--- src/rtl/mem_access_unit_if.sv ---
// Bus between the datapath, the load/store sequencer and the unified word memory.
// The sequencer uses the slave modport. The master modport is for the datapath or memory side.
interface mem_access_unit_if;
  logic        req;
  logic        we;
  logic [1:0]  size;
  logic        uns;
  logic [31:0] addr;
  logic [31:0] wdata;
  logic        ready;
  logic        done;
  logic        err;
  logic [31:0] rdata;
  logic [31:0] memAdr;
  logic [31:0] writeData;
  logic        memWrite;
  logic [31:0] readData;

  modport slave (
    input  req, we, size, uns, addr, wdata, readData,
    output ready, done, err, rdata, memAdr, writeData, memWrite
  );

  modport master (
    output req, we, size, uns, addr, wdata, readData,
    input  ready, done, err, rdata, memAdr, writeData, memWrite
  );
endinterface

--- src/rtl/mem_access_unit.sv ---
// Load/store sequencer: sign/zero-extended sub-word loads, and read-modify-write
// sub-word stores against a memory that only writes whole aligned words.
//
// state    | meaning
// IDLE     | ready, waiting for a request
// LOAD     | sample memory word, register extended result
// RMW_RD   | sample memory word for a sub-word store
// WRITE    | drive merged or full word with memWrite
// DONE     | completion pulse, err=0
// ERR      | completion pulse, err=1, no memory access made
module mem_access_unit (
  input  logic             clk,
  input  logic             rst,
  mem_access_unit_if.slave bus
);

  typedef enum logic [2:0] {
    S_IDLE, S_LOAD, S_RMW_RD, S_WRITE, S_DONE, S_ERR
  } state_e;

  state_e      state_q, state_d;
  logic [31:0] addr_q, wdata_q, word_q, rdata_q;
  logic [1:0]  size_q;
  logic        uns_q, we_q;

  logic        accept, misalign;
  logic [7:0]  ld_byte;
  logic [15:0] ld_half;
  logic [31:0] load_ext, merge;

  assign accept = bus.req && (state_q == S_IDLE);

  always_comb begin
    misalign = 1'b0;
    case (bus.size)
      2'b01:   misalign = bus.addr[0];
      2'b10:   misalign = (bus.addr[1:0] != 2'b00);
      2'b11:   misalign = 1'b1;
      default: misalign = 1'b0;
    endcase
  end

  always_ff @(posedge clk) begin
    if (rst) state_q <= S_IDLE;
    else     state_q <= state_d;
  end

  always_comb begin
    state_d = state_q;
    case (state_q)
      S_IDLE: begin
        if (accept) begin
          if (misalign)               state_d = S_ERR;
          else if (!bus.we)           state_d = S_LOAD;
          else if (bus.size == 2'b10) state_d = S_WRITE;
          else                        state_d = S_RMW_RD;
        end
      end
      S_LOAD:   state_d = S_DONE;
      S_RMW_RD: state_d = S_WRITE;
      S_WRITE:  state_d = S_DONE;
      S_DONE:   state_d = S_IDLE;
      S_ERR:    state_d = S_IDLE;
      default:  state_d = S_IDLE;
    endcase
  end

  always_comb begin
    ld_byte  = 8'(bus.readData >> {addr_q[1:0], 3'b000});
    ld_half  = addr_q[1] ? bus.readData[31:16] : bus.readData[15:0];
    load_ext = bus.readData;
    case (size_q)
      2'b00:   load_ext = uns_q ? {24'b0, ld_byte} : {{24{ld_byte[7]}}, ld_byte};
      2'b01:   load_ext = uns_q ? {16'b0, ld_half} : {{16{ld_half[15]}}, ld_half};
      default: load_ext = bus.readData;
    endcase
  end

  always_comb begin
    merge = wdata_q;
    case (size_q)
      2'b00: begin
        merge = word_q;
        merge[{addr_q[1:0], 3'b000} +: 8] = wdata_q[7:0];
      end
      2'b01:   merge = addr_q[1] ? {wdata_q[15:0], word_q[15:0]}
                                 : {word_q[31:16], wdata_q[15:0]};
      default: merge = wdata_q;
    endcase
  end

  always_ff @(posedge clk) begin
    if (rst) begin
      addr_q  <= '0;
      wdata_q <= '0;
      size_q  <= '0;
      uns_q   <= 1'b0;
      we_q    <= 1'b0;
      word_q  <= '0;
      rdata_q <= '0;
    end else begin
      if (accept) begin
        addr_q  <= bus.addr;
        wdata_q <= bus.wdata;
        size_q  <= bus.size;
        uns_q   <= bus.uns;
        we_q    <= bus.we;
      end
      if (state_q == S_LOAD) begin
        word_q  <= bus.readData;
        rdata_q <= load_ext;
      end
      if (state_q == S_RMW_RD) word_q <= bus.readData;
    end
  end

  always_comb begin
    bus.ready     = (state_q == S_IDLE);
    bus.done      = (state_q == S_DONE) || (state_q == S_ERR);
    bus.err       = (state_q == S_ERR);
    bus.memWrite  = (state_q == S_WRITE) && we_q;
    bus.writeData = (state_q == S_WRITE) ? merge : 32'h0;
    bus.memAdr    = {addr_q[31:2], 2'b00};
    bus.rdata     = rdata_q;
  end

endmodule

--- src/flat_wrapper.sv ---
// flat-port wrapper written by rule: the top's interface ports become plain ports
module mem_access_unit_flat 
  (clk, rst, bus_req, bus_we, bus_size, bus_uns, bus_addr, bus_wdata, bus_readData, bus_ready, bus_done, bus_err, bus_rdata, bus_memAdr, bus_writeData, bus_memWrite);
  mem_access_unit_if bus_i ();
  input  logic clk;
  input  logic rst;
  input wire logic [$bits(bus_i.req)-1:0] bus_req;
  input wire logic [$bits(bus_i.we)-1:0] bus_we;
  input wire logic [$bits(bus_i.size)-1:0] bus_size;
  input wire logic [$bits(bus_i.uns)-1:0] bus_uns;
  input wire logic [$bits(bus_i.addr)-1:0] bus_addr;
  input wire logic [$bits(bus_i.wdata)-1:0] bus_wdata;
  input wire logic [$bits(bus_i.readData)-1:0] bus_readData;
  output wire logic [$bits(bus_i.ready)-1:0] bus_ready;
  output wire logic [$bits(bus_i.done)-1:0] bus_done;
  output wire logic [$bits(bus_i.err)-1:0] bus_err;
  output wire logic [$bits(bus_i.rdata)-1:0] bus_rdata;
  output wire logic [$bits(bus_i.memAdr)-1:0] bus_memAdr;
  output wire logic [$bits(bus_i.writeData)-1:0] bus_writeData;
  output wire logic [$bits(bus_i.memWrite)-1:0] bus_memWrite;
  assign bus_i.req = bus_req;
  assign bus_i.we = bus_we;
  assign bus_i.size = bus_size;
  assign bus_i.uns = bus_uns;
  assign bus_i.addr = bus_addr;
  assign bus_i.wdata = bus_wdata;
  assign bus_i.readData = bus_readData;
  assign bus_ready = bus_i.ready;
  assign bus_done = bus_i.done;
  assign bus_err = bus_i.err;
  assign bus_rdata = bus_i.rdata;
  assign bus_memAdr = bus_i.memAdr;
  assign bus_writeData = bus_i.writeData;
  assign bus_memWrite = bus_i.memWrite;
  mem_access_unit u_core (.clk(clk), .rst(rst), .bus(bus_i));
endmodule
--- config.mk ---
export PLATFORM = sky130hd
export DESIGN_NAME = mem_access_unit_flat
export DESIGN_NICKNAME = d
export VERILOG_FILES = /design/src/rtl/mem_access_unit_if.sv /design/src/rtl/mem_access_unit.sv /design/src/flat_wrapper.sv
export SDC_FILE = /design/constraint.sdc
export NUM_CORES = 1
export LEC_CHECK = 0
export ABC_AREA = 0
export CELL_PAD_IN_SITES_DETAIL_PLACEMENT = 1
export CELL_PAD_IN_SITES_GLOBAL_PLACEMENT = 2
export CORE_MARGIN = 2
export CORE_UTILIZATION = 36
export DETAILED_ROUTE_END_ITERATION = 16
export DONT_BUFFER_PORTS = 1
export PLACE_DENSITY_LB_ADDON = 0.1
export SETUP_SLACK_MARGIN = 0.4
export SLEW_MARGIN = 5
export SYNTH_ARGS = -nofsm -noshare
export SYNTH_HDL_FRONTEND = slang
export SYNTH_SLANG_ARGS = --single-unit
--- constraint.sdc ---
create_clock -name clk -period 3.6 [get_ports clk]
set_input_delay 0.9 -clock clk [delete_from_list [all_inputs] [get_ports clk]]
set_output_delay 0.9 -clock clk [all_outputs]
set_load 0.02 [all_outputs]
# Yosys cells after proc, flatten, opt, wreduce, memory -nomap -nowiden
# Cells that the tools add are included.
[totals]
regBits = 135
latchBits = 0
ram_bits = 0
rom_bits = 0
in_bits = 103
out_inout_bits = 100
mem_count = 0
[classes]
add_sub_neg = 1
n_mul = 0
n_div = 0
n_lt_le_gt_ge = 0
n_eq_ne = 10
shifts = 3
n_mux = 16
bitwise_logic = 0
n_reduce_logical = 8
[op_table]
columns = ["cell", "n"]
rows = [
  ["two-way mux 32 bit", 6],
  ["one-hot mux 32 bit (2 select lines)", 2],
  ["bitwise mux 32 bit", 1],
  ["variable shift 8 x 7 -> 32 bit, first input constant", 1],
  ["variable part select 8 x 7 -> 32 bit", 1],
  [">> shifter 32 x 5 -> 8 bit", 1],
  ["two-way mux 16 bit", 1],
  ["two-way mux 3 bit", 3],
  ["one-hot mux 3 bit (3 select lines)", 1],
  ["negator 5 -> 7 bit", 1],
  ["equality test 3 x 2 -> 1 bit, second input constant", 2],
  ["equality test 3 bit, second input constant", 2],
  ["equality test 2 x 1 -> 1 bit, second input constant", 2],
  ["equality test 2 bit, second input constant", 2],
  ["nonzero test 2 bit", 2],
  ["equality test 3 x 1 -> 1 bit, second input constant", 1],
  ["logical NOT 3 bit", 1],
  ["one-hot mux 1 bit (3 select lines)", 1],
  ["logical AND 1 bit", 2],
  ["logical NOT 2 bit", 1],
  ["!= test 2 x 1 -> 1 bit, second input constant", 1],
  ["OR reduction 2 bit", 1],
  ["logical OR 1 bit", 1],
  ["two-way mux 1 bit", 1],
]

# Logic depth before layout (Yosys ltp)
# Gate-level depths: netlist of run 1.
[logic_depth]
depth_word = 6
ltp_mapped = 10

# Worst setup path after synthesis of run 1
# OpenSTA, ideal clock, no wires.
[synth_path]
path_kind = "flip-flop to output port"
start = "register u_core.addr_q[1]"
end = "output bus_writeData[0]"
arrival_time_ns = 2.488
required_time_ns = 2.700
path_slack_ns = 0.212
path_stages_with_launch = 11
cell_sequence = "dfxtp_1 buf_6 buf_2 buf_1 inv_1 ha_1 clkbuf_1 nor4bb_1 buf_2 o31ai_1 a221oi_1"
[synth_between]
elab_chain_len = 5
elab_cells_between_ends = 7
cone_classes = "1 x add/sub; 2 x shift; 4 x mux"
[synth_lines]
columns = ["item", "line_no", "text"]
rows = [
  ["from (decl)", "mem_access_unit.sv:22", "logic [31:0] addr_q, wdata_q, word_q, rdata_q;"],
  ["from (signal assigned)", "mem_access_unit.sv:103", "addr_q <= bus.addr;"],
  ["negator 5 -> 7 bit", "mem_access_unit.sv:84", "merge[{addr_q[1:0], 3'b000} +: 8] = wdata_q[7:0];"],
  ["variable part select 8 x 7 -> 32 bit / variable shift 8 x 7 -> 32 bit (equally long branches)", "mem_access_unit.sv:84", ""],
  ["bitwise mux 32 bit", "mem_access_unit.sv:84", ""],
  ["one-hot mux 32 bit (2 select lines) *", "mem_access_unit.sv:81", "case (size_q)"],
  ["two-way mux 32 bit *", "mem_access_unit.sv:122", "bus.writeData = (state_q == S_WRITE) ? merge : 32'h0;"],
  ["to (decl)", "flat_wrapper.sv:19", "output wire logic [$bits(bus_i.writeData)-1:0] bus_writeData;"],
]
# Mark *: on every way between the ends. The rest lies on a longest branch, timed or not.

# Final worst setup path of run 1
[layout_path]
start = "register u_core.addr_q[0]"
end = "output bus_writeData[3]"
[layout_between]
elab_chain_len = 5
elab_cells_between_ends = 6
cone_classes = "1 x add/sub; 2 x shift; 3 x mux"
[layout_lines]
columns = ["item", "line_no"]
rows = [
  ["negator 5 -> 7 bit *", "mem_access_unit.sv:84"],
  ["variable part select 8 x 7 -> 32 bit / variable shift 8 x 7 -> 32 bit (equally long branches)", "mem_access_unit.sv:84"],
  ["bitwise mux 32 bit *", "mem_access_unit.sv:84"],
  ["one-hot mux 32 bit (2 select lines) *", "mem_access_unit.sv:81"],
  ["two-way mux 32 bit *", "mem_access_unit.sv:122"],
]
# Marked as above.

==> results.cfg, run 1 <==
[finish]
layout-area-overhead-vs-synth_pct = 11.55
final_stage_net_count = 958
mostFrequentLayoutCells = 144 x sky130_fd_sc_hd__nand2_1, 132 x sky130_fd_sc_hd__dfxtp_1, 119 x sky130_fd_sc_hd__a21oi_1
leading_cell_type_in_the_layout_fill_and_taps_excluded = sky130_fd_sc_hd__nand2_1
antenna_cells = 0
drive_above_1_share_pct = 16.22

[route]
post_drt_wl_per_cell_um = 22.90
totalWireLength_um = 25830
routed_via_density = 5.910
drtAntennaViolNets = 0
first_pass_iters = 5
first_iter_violations = 416
route.detailed.drc = 0
vias = 6666

[floorplanning]
floorplan.die.width_um = 144.5
dieArea_um2 = 20870
fp.dieH_um = 144.5
design.portCount = 203
fp-row-count = 51
floorplan.initialDensity_pct = 36.62
floorplan.core_area_um2 = 19400

[timing]
min_period_ns = 3.123
final_max_slew_viol_count = 0
worst_slew_margin_rel_pct = 33.48
fraction_of_the_cycle_the_final_worst_path_needs_pct = 86.76
finalSetupTns_ns = 0
max_frequency_mhz = 320.2
worst_pin_slew_ns = 0.9953
setup_viol_count_final = 0
timing_hold_violations_final = 0
final.setup_skew_ns = 0.007194
hold_ws_ns = 0.4524
grt_setup_unrepaired = yes

[synth]
netlist-cell-type-count = 49
synthFlopType = sky130_fd_sc_hd__dfxtp_1
compound_cell_area_share_of_the_yosys_netlist_pct = 24.34
yosys.area.top_type = sky130_fd_sc_hd__dfxtp_1
synth_sequential_area_ratio_pct = 38.04
yosys.area.top_type_share_pct = 38.04
async_reset_ff_share_pct = 0
synth.mux.area_fraction_pct = 5.248
synth_enable_flop_cells = 0
synth_area_leaders = sky130_fd_sc_hd__dfxtp_1 38%, sky130_fd_sc_hd__a21oi_1 8.4%, sky130_fd_sc_hd__nand2_1 7.6%
post_synth_design_cell_area_um2 = 7104
synth_top_family_by_area = compound AO/OA/AOI/OAI gates
postSynthRegisterBits = 135
post_synth_fa_ha_maj_area_fraction_pct = 0.8806
syn_inst = 905
synth_warnings = 0
synth_xor_area_share_pct = 0.3522
syn_area_per_cell_um2 = 7.850
yosys.area_share.simple_pct = 21.05

[min_path]
holdCritStartpoint = u_core.we_q$_SDFFE_PP0P_
hold_path_class = flop to flop

[worst_setup_path]
reg2reg_slack_ns = 1.29
largest_fanout_on_the_critical_path = 8
worstSetupStartpointType = flop
critPathArrivalTime_ns = 2.22
critical_path_class = flop to output port
cp_data_required_time_ns = 2.70
crit_start = u_core.addr_q[0]$_SDFFE_PP0P_
crit_path_end_kind = output port
crit-reg2reg-launch = u_core.state_q[2]$_SDFFE_PP0P_

[clock_network]
cts_hold_repair.buffers = 0
clock_tree.buffer_depth = 2
cts-htree-levels = 4
clock_tree.root_cell = sky130_fd_sc_hd__clkbuf_16
clk_transition_reported_paths_ns = 0.06
clock_tree_from_tritoncts = yes
clock_insertion_delay_worst_skew_ns = 0.42
cts.sink_count = 135
tritoncts_buffer_count = 17

[global_route]
antenna_found_initial = 0
grt_pass1_wl_um = 39210
grt_max_degree = 135
gr-total-overflow = 0
via_count_of_the_first_global_routing_pass = 6921
global_route.usage.total_pct = 24.65

[power]
p_per_area_nw_per_um2 = 528.7
vdd_drop_max_mv = 0.3142
p_leak_uw = 0.002702

[placement]
detailedPlacementHpwl_um = 18160
buffer_ports.inserted = 0
routabilityCongestion = 0.8471

[run_status]
run_status = completed

[job]
timing.max_cap.violations = 0
metal layers:
metal  wire length (µm)  global-route usage [%]  vias to the layer above
li1                   -                       -                     3092
met1              11080                   31.31                     3309
met2              12620                   41.56                      221
met3               1525                   5.000                       44
met4                607                   8.738                        0
met5                  0                       0                        -
report_power, final:
part | internal (µW) | switching [µW]
Combinational | 235 | 392
Sequential | 1610 | 183
Clock | 1040 | 729
kinds of logic (layout without fill, tap and decap cells):
logic type,count (synthesis),after routing
buffers and inverters,138,95
XOR/XNOR,2,2
other,1,2
multiplexers,33,33
AND/OR/NAND/NOR,306,306
flip-flops,135,135
adder cells (fa/ha/maj),5,5
AO/OA/AOI/OAI,285,285
Yosys cell counts, drive strengths merged (2+ instances only):
master / number
clkbuf: 55
nor4bb: 3
nor3: 20
o21bai: 2
nor3b: 2
or4: 2
mux2i: 8
o31ai: 8
mux2: 24
nor2: 28
nand2: 144
ha: 5
o22ai: 24
buf: 69
nor2b: 24
a221oi: 23
a211oi: 8
and3b: 9
clkinv: 2
nand2b: 13
a311oi: 31
inv: 12
nand3: 42
o21ai: 56
or3b: 2
nor4b: 3
a21oi: 119
nand4: 8
a31oi: 11
dfxtp: 135
cell type report:
class	instances	area (µm²)
Timing Repair Buffer	49	399.1
Clock inverter	14	151.4
Clock buffer	18	439.2
Inverter	14	57.56
Fill cell	2355	11470
Tap cell	265	331.6
Multi-Input combinational cell	633	3837
Sequential cell	135	2709
worst paths after layout:
check / to / cells past startpoint
max reg2reg: u_core.bus.rdata[26]$_SDFFE_PP0P_ / 4
min reg2reg: u_core.we_q$_SDFFE_PP0P_ / 2
min: u_core.we_q$_SDFFE_PP0P_ / 2
max: bus_writeData[3] / 7
stage by stage:
step	util, %	area [µm²]	power [µW]	std cells	setup WS [ns]
3_3_place_gp	37.31	7237	2394	1093	0.6342
3_5_place_dp	37.31	7237	2428	1093	0.5029
2_1_floorplan	-	7199	2308	906	0.4213
6_report	40.85	7925	4190	1128	0.4767
5_1_grt	40.85	7925	4363	1128	0.3600
4_1_cts	40.58	7871	4209	1125	0.4008
state kept, by name, indices dropped and copies added (netlist names):
name,flops
u_core.uns_q,1
u_core.bus.rdata,32
u_core.addr_q,32
u_core.state_q,3
u_core.we_q,1
u_core.word_q,32
u_core.size_q,2
u_core.wdata_q,32
worst max-delay path, cell delays in order, from the launching register on:
cell and delay (ns):
sky130_fd_sc_hd__dfxtp_1 0.40, sky130_fd_sc_hd__clkinv_4 0.10, sky130_fd_sc_hd__ha_4 0.24, sky130_fd_sc_hd__nor4bb_2 0.27, sky130_fd_sc_hd__buf_4 0.22, sky130_fd_sc_hd__o31ai_1 0.10, sky130_fd_sc_hd__a221oi_2 0.27, sky130_fd_sc_hd__buf_4 0.20
repair_timing:
| action | CTS | global route |
|---|---|---|
| setup endpoints to repair | 32 | 27 |
| pin swaps | 0 | 4 |
| buffers inserted | 0 | 3 |
| resized for setup | 10 | 9 |
Note: power is estimated with default switching activity, not from simulation.
==> run 2, diff against run 1 <==
--- a/config.mk
+++ b/config.mk
@@ -13,6 +13,7 @@
 export DETAILED_ROUTE_END_ITERATION = 16
 export DONT_BUFFER_PORTS = 1
 export PLACE_DENSITY_LB_ADDON = 0.1
+export REMOVE_ABC_BUFFERS = 1
 export SETUP_SLACK_MARGIN = 0.4
 export SLEW_MARGIN = 5
 export SYNTH_ARGS = -nofsm -noshare
==> run 2 against run 1 <==
Compared with the run above: utilization up 0.74 points; largest cell class unchanged; cell count up 0.89%; highest routed layer unchanged; clock power up 7%.
==> results.cfg, run 2 (same netlist as run 1, synthesis figures left out) <==
[route]
first_iter_violations = 323
met1_routed_length_um = 10330
routed_via_density = 5.803
highest_layer = met4
drtAntennaViolNets = 0
detailroute.wirelength.met3_um = 1735
first_pass_iters = 5
post_drt_wl_per_cell_um = 21.76
totalWireLength_um = 24760
route.detailed.drc = 0
vias = 6604
wl_met2_um = 12290

[clock_network]
clock_insertion_delay_worst_skew_ns = 0.42
tritoncts_buffer_count = 17
cts_hold_repair.buffers = 0
clock_tree.root_cell = sky130_fd_sc_hd__clkbuf_16
clk_transition_reported_paths_ns = 0.06
cts-htree-levels = 4
clock_tree_from_tritoncts = yes
clock_tree.buffer_depth = 2
cts.sink_count = 135

[timing]
max_frequency_mhz = 304.2
min_period_ns = 3.287
finalSetupTns_ns = 0
fraction_of_the_cycle_the_final_worst_path_needs_pct = 91.31
final.setup_skew_ns = 0.006281
worst_pin_slew_ns = 0.9351
worst_slew_margin_rel_pct = 37.66
grt_setup_unrepaired = yes
timing_hold_violations_final = 0
setup_viol_count_final = 0
final_max_slew_viol_count = 0

[placement]
routabilityCongestion = 0.7700
detailedPlacementHpwl_um = 17000
dp_cells = 1100
placed_standard_cell_area_um2 = 7187
buffer_ports.inserted = 0

[worst_setup_path]
cp_data_required_time_ns = 2.70
crit_path_end_kind = output port
reg2reg_to = u_core.bus.rdata[29]$_SDFFE_PP0P_
worstSetupStartpointType = flop
worst-r2r-cell-count = 4
critPathArrivalTime_ns = 2.39
critical_path_class = flop to output port
reg2reg_slack_ns = 1.28
crit-reg2reg-launch = u_core.size_q[0]$_SDFFE_PP0P_
largest_fanout_on_the_critical_path = 8

[global_route]
grt_max_degree = 135
gr-total-overflow = 0
via_count_of_the_first_global_routing_pass = 6770
antenna_found_initial = 0
grt_pass1_wl_um = 37430
global_route.usage.total_pct = 23.29

[finish]
area_of_the_multi_input_gates_um2 = 3879
final-instance-count-excl-fill = 1138
layout-area-overhead-vs-synth_pct = 13.58
final.fill_count = 2336
final_stage_net_count = 968
design_area_um2 = 8069
drive_above_1_share_pct = 17.64
regArea_um2 = 2709
mostFrequentLayoutCells = 144 x sky130_fd_sc_hd__nand2_1, 132 x sky130_fd_sc_hd__dfxtp_1, 119 x sky130_fd_sc_hd__a21oi_1
leading_cell_type_in_the_layout_fill_and_taps_excluded = sky130_fd_sc_hd__nand2_1
antenna_cells = 0

[power]
p_per_area_nw_per_um2 = 534.2
p_leak_uw = 0.002771
power.sequential.fraction_pct = 41.4
net-switching-power_uw = 1298
p_int_uw = 3013
power.share.clock_pct = 43.9
power_frac_comb_pct = 14.8
power.share.switching_pct = 30.10
vdd_drop_max_mv = 0.3341
post-layout-total-power_uw = 4311

[min_path]
holdCritStartpoint = u_core.we_q$_SDFFE_PP0P_
min_to = u_core.we_q$_SDFFE_PP0P_
hold_path_class = flop to flop
cell_depth_of_the_worst_min_delay_path = 2

[floorplanning]
floorplan.initialDensity_pct = 36.62
floorplan.core_area_um2 = 19400
design.portCount = 203
dieArea_um2 = 20870
floorplan.die.width_um = 144.5
fp.dieH_um = 144.5
fp-row-count = 51

[job]
timing.max_cap.violations = 0

[run_status]
run_status = completed
==> run 2: cell count changes in the layout (fill, tap and decap cells not counted), moves of 3 or more <==
cell,change
sky130_fd_sc_hd__buf_4,+10
sky130_fd_sc_hd__nor3_1,+6
sky130_fd_sc_hd__nor3_2,-6
sky130_fd_sc_hd__o31ai_1,-4
sky130_fd_sc_hd__o31ai_2,+3
==> run 2: per-layer routing <==
layer | up-vias | global-route usage (%)
met5 | - | 0
met4 | 0 | 7.818
met3 | 33 | 6.987
met2 | 195 | 40.11
met1 | 3260 | 27.66
li1 | 3116 | -
==> run 2: worst max path at each step <==
stage	start	slack, ns	cells past startpoint	end
floorplan	u_core.addr_q[1]$_SDFFE_PP0P_	-0.71	5	bus_writeData[0]
global placement	u_core.addr_q[1]$_SDFFE_PP0P_	0.44	7	bus_writeData[7]
detailed placement	u_core.addr_q[1]$_SDFFE_PP0P_	0.40	7	bus_writeData[7]
CTS	u_core.addr_q[1]$_SDFFE_PP0P_	0.39	7	bus_writeData[5]
global route	u_core.addr_q[1]$_SDFFE_PP0P_	0.24	7	bus_writeData[5]
finish	u_core.addr_q[1]$_SDFFE_PP0P_	0.31	7	bus_writeData[5]
==> run 2: area by class of cell <==
cell class	instances	share of cell area, %
Clock inverter	14	2.450
Tap cell	265	4.109
Multi-Input combinational cell	633	48.07
Sequential cell	135	33.57
Clock buffer	18	5.319
Timing Repair Buffer	59	5.722
Inverter	14	0.7598
==> run 2: critical path: stages, from the launching register on <==
cell                         delay [ns]
sky130_fd_sc_hd__dfxtp_4           0.42
sky130_fd_sc_hd__clkinvlp_4        0.15
sky130_fd_sc_hd__ha_4              0.29
sky130_fd_sc_hd__nor4bb_2          0.30
sky130_fd_sc_hd__buf_4             0.24
sky130_fd_sc_hd__o31ai_1           0.10
sky130_fd_sc_hd__a221oi_2          0.26
sky130_fd_sc_hd__buf_4             0.20
==> run 2: stage by stage <==
| step | worst slack (ns) | hold WS, ns | util, % |
|---|---|---|---|
| after floorplan | -0.7066 | 0.4257 | - |
| after global placement | 0.4438 | 0.4374 | 37.05 |
| after detailed placement | 0.4019 | 0.4452 | 37.05 |
| after CTS | 0.3876 | 0.4534 | 40.70 |
| after global routing | 0.2369 | 0.4721 | 41.60 |
| final | 0.3127 | 0.4513 | 41.60 |
==> run 2: power groups by stage <==
stage                     clock network [µW]  registers (µW)  logic (µW)
after global placement                     0            1810         564
after detailed placement                   0            1820         590
final                                   1890            1780         637
after global routing                    2000            1800         707
after CTS                               1930            1780         611
after floorplan                            0            1790         402
==> run 2: timing repair <==
item,CTS,global route
setup buffers,3,3
pin swaps,0,7
resized for setup,15,28
gates cloned,0,0
endpoints found under the hold margin,0,0
endpoints found under the setup margin,32,24
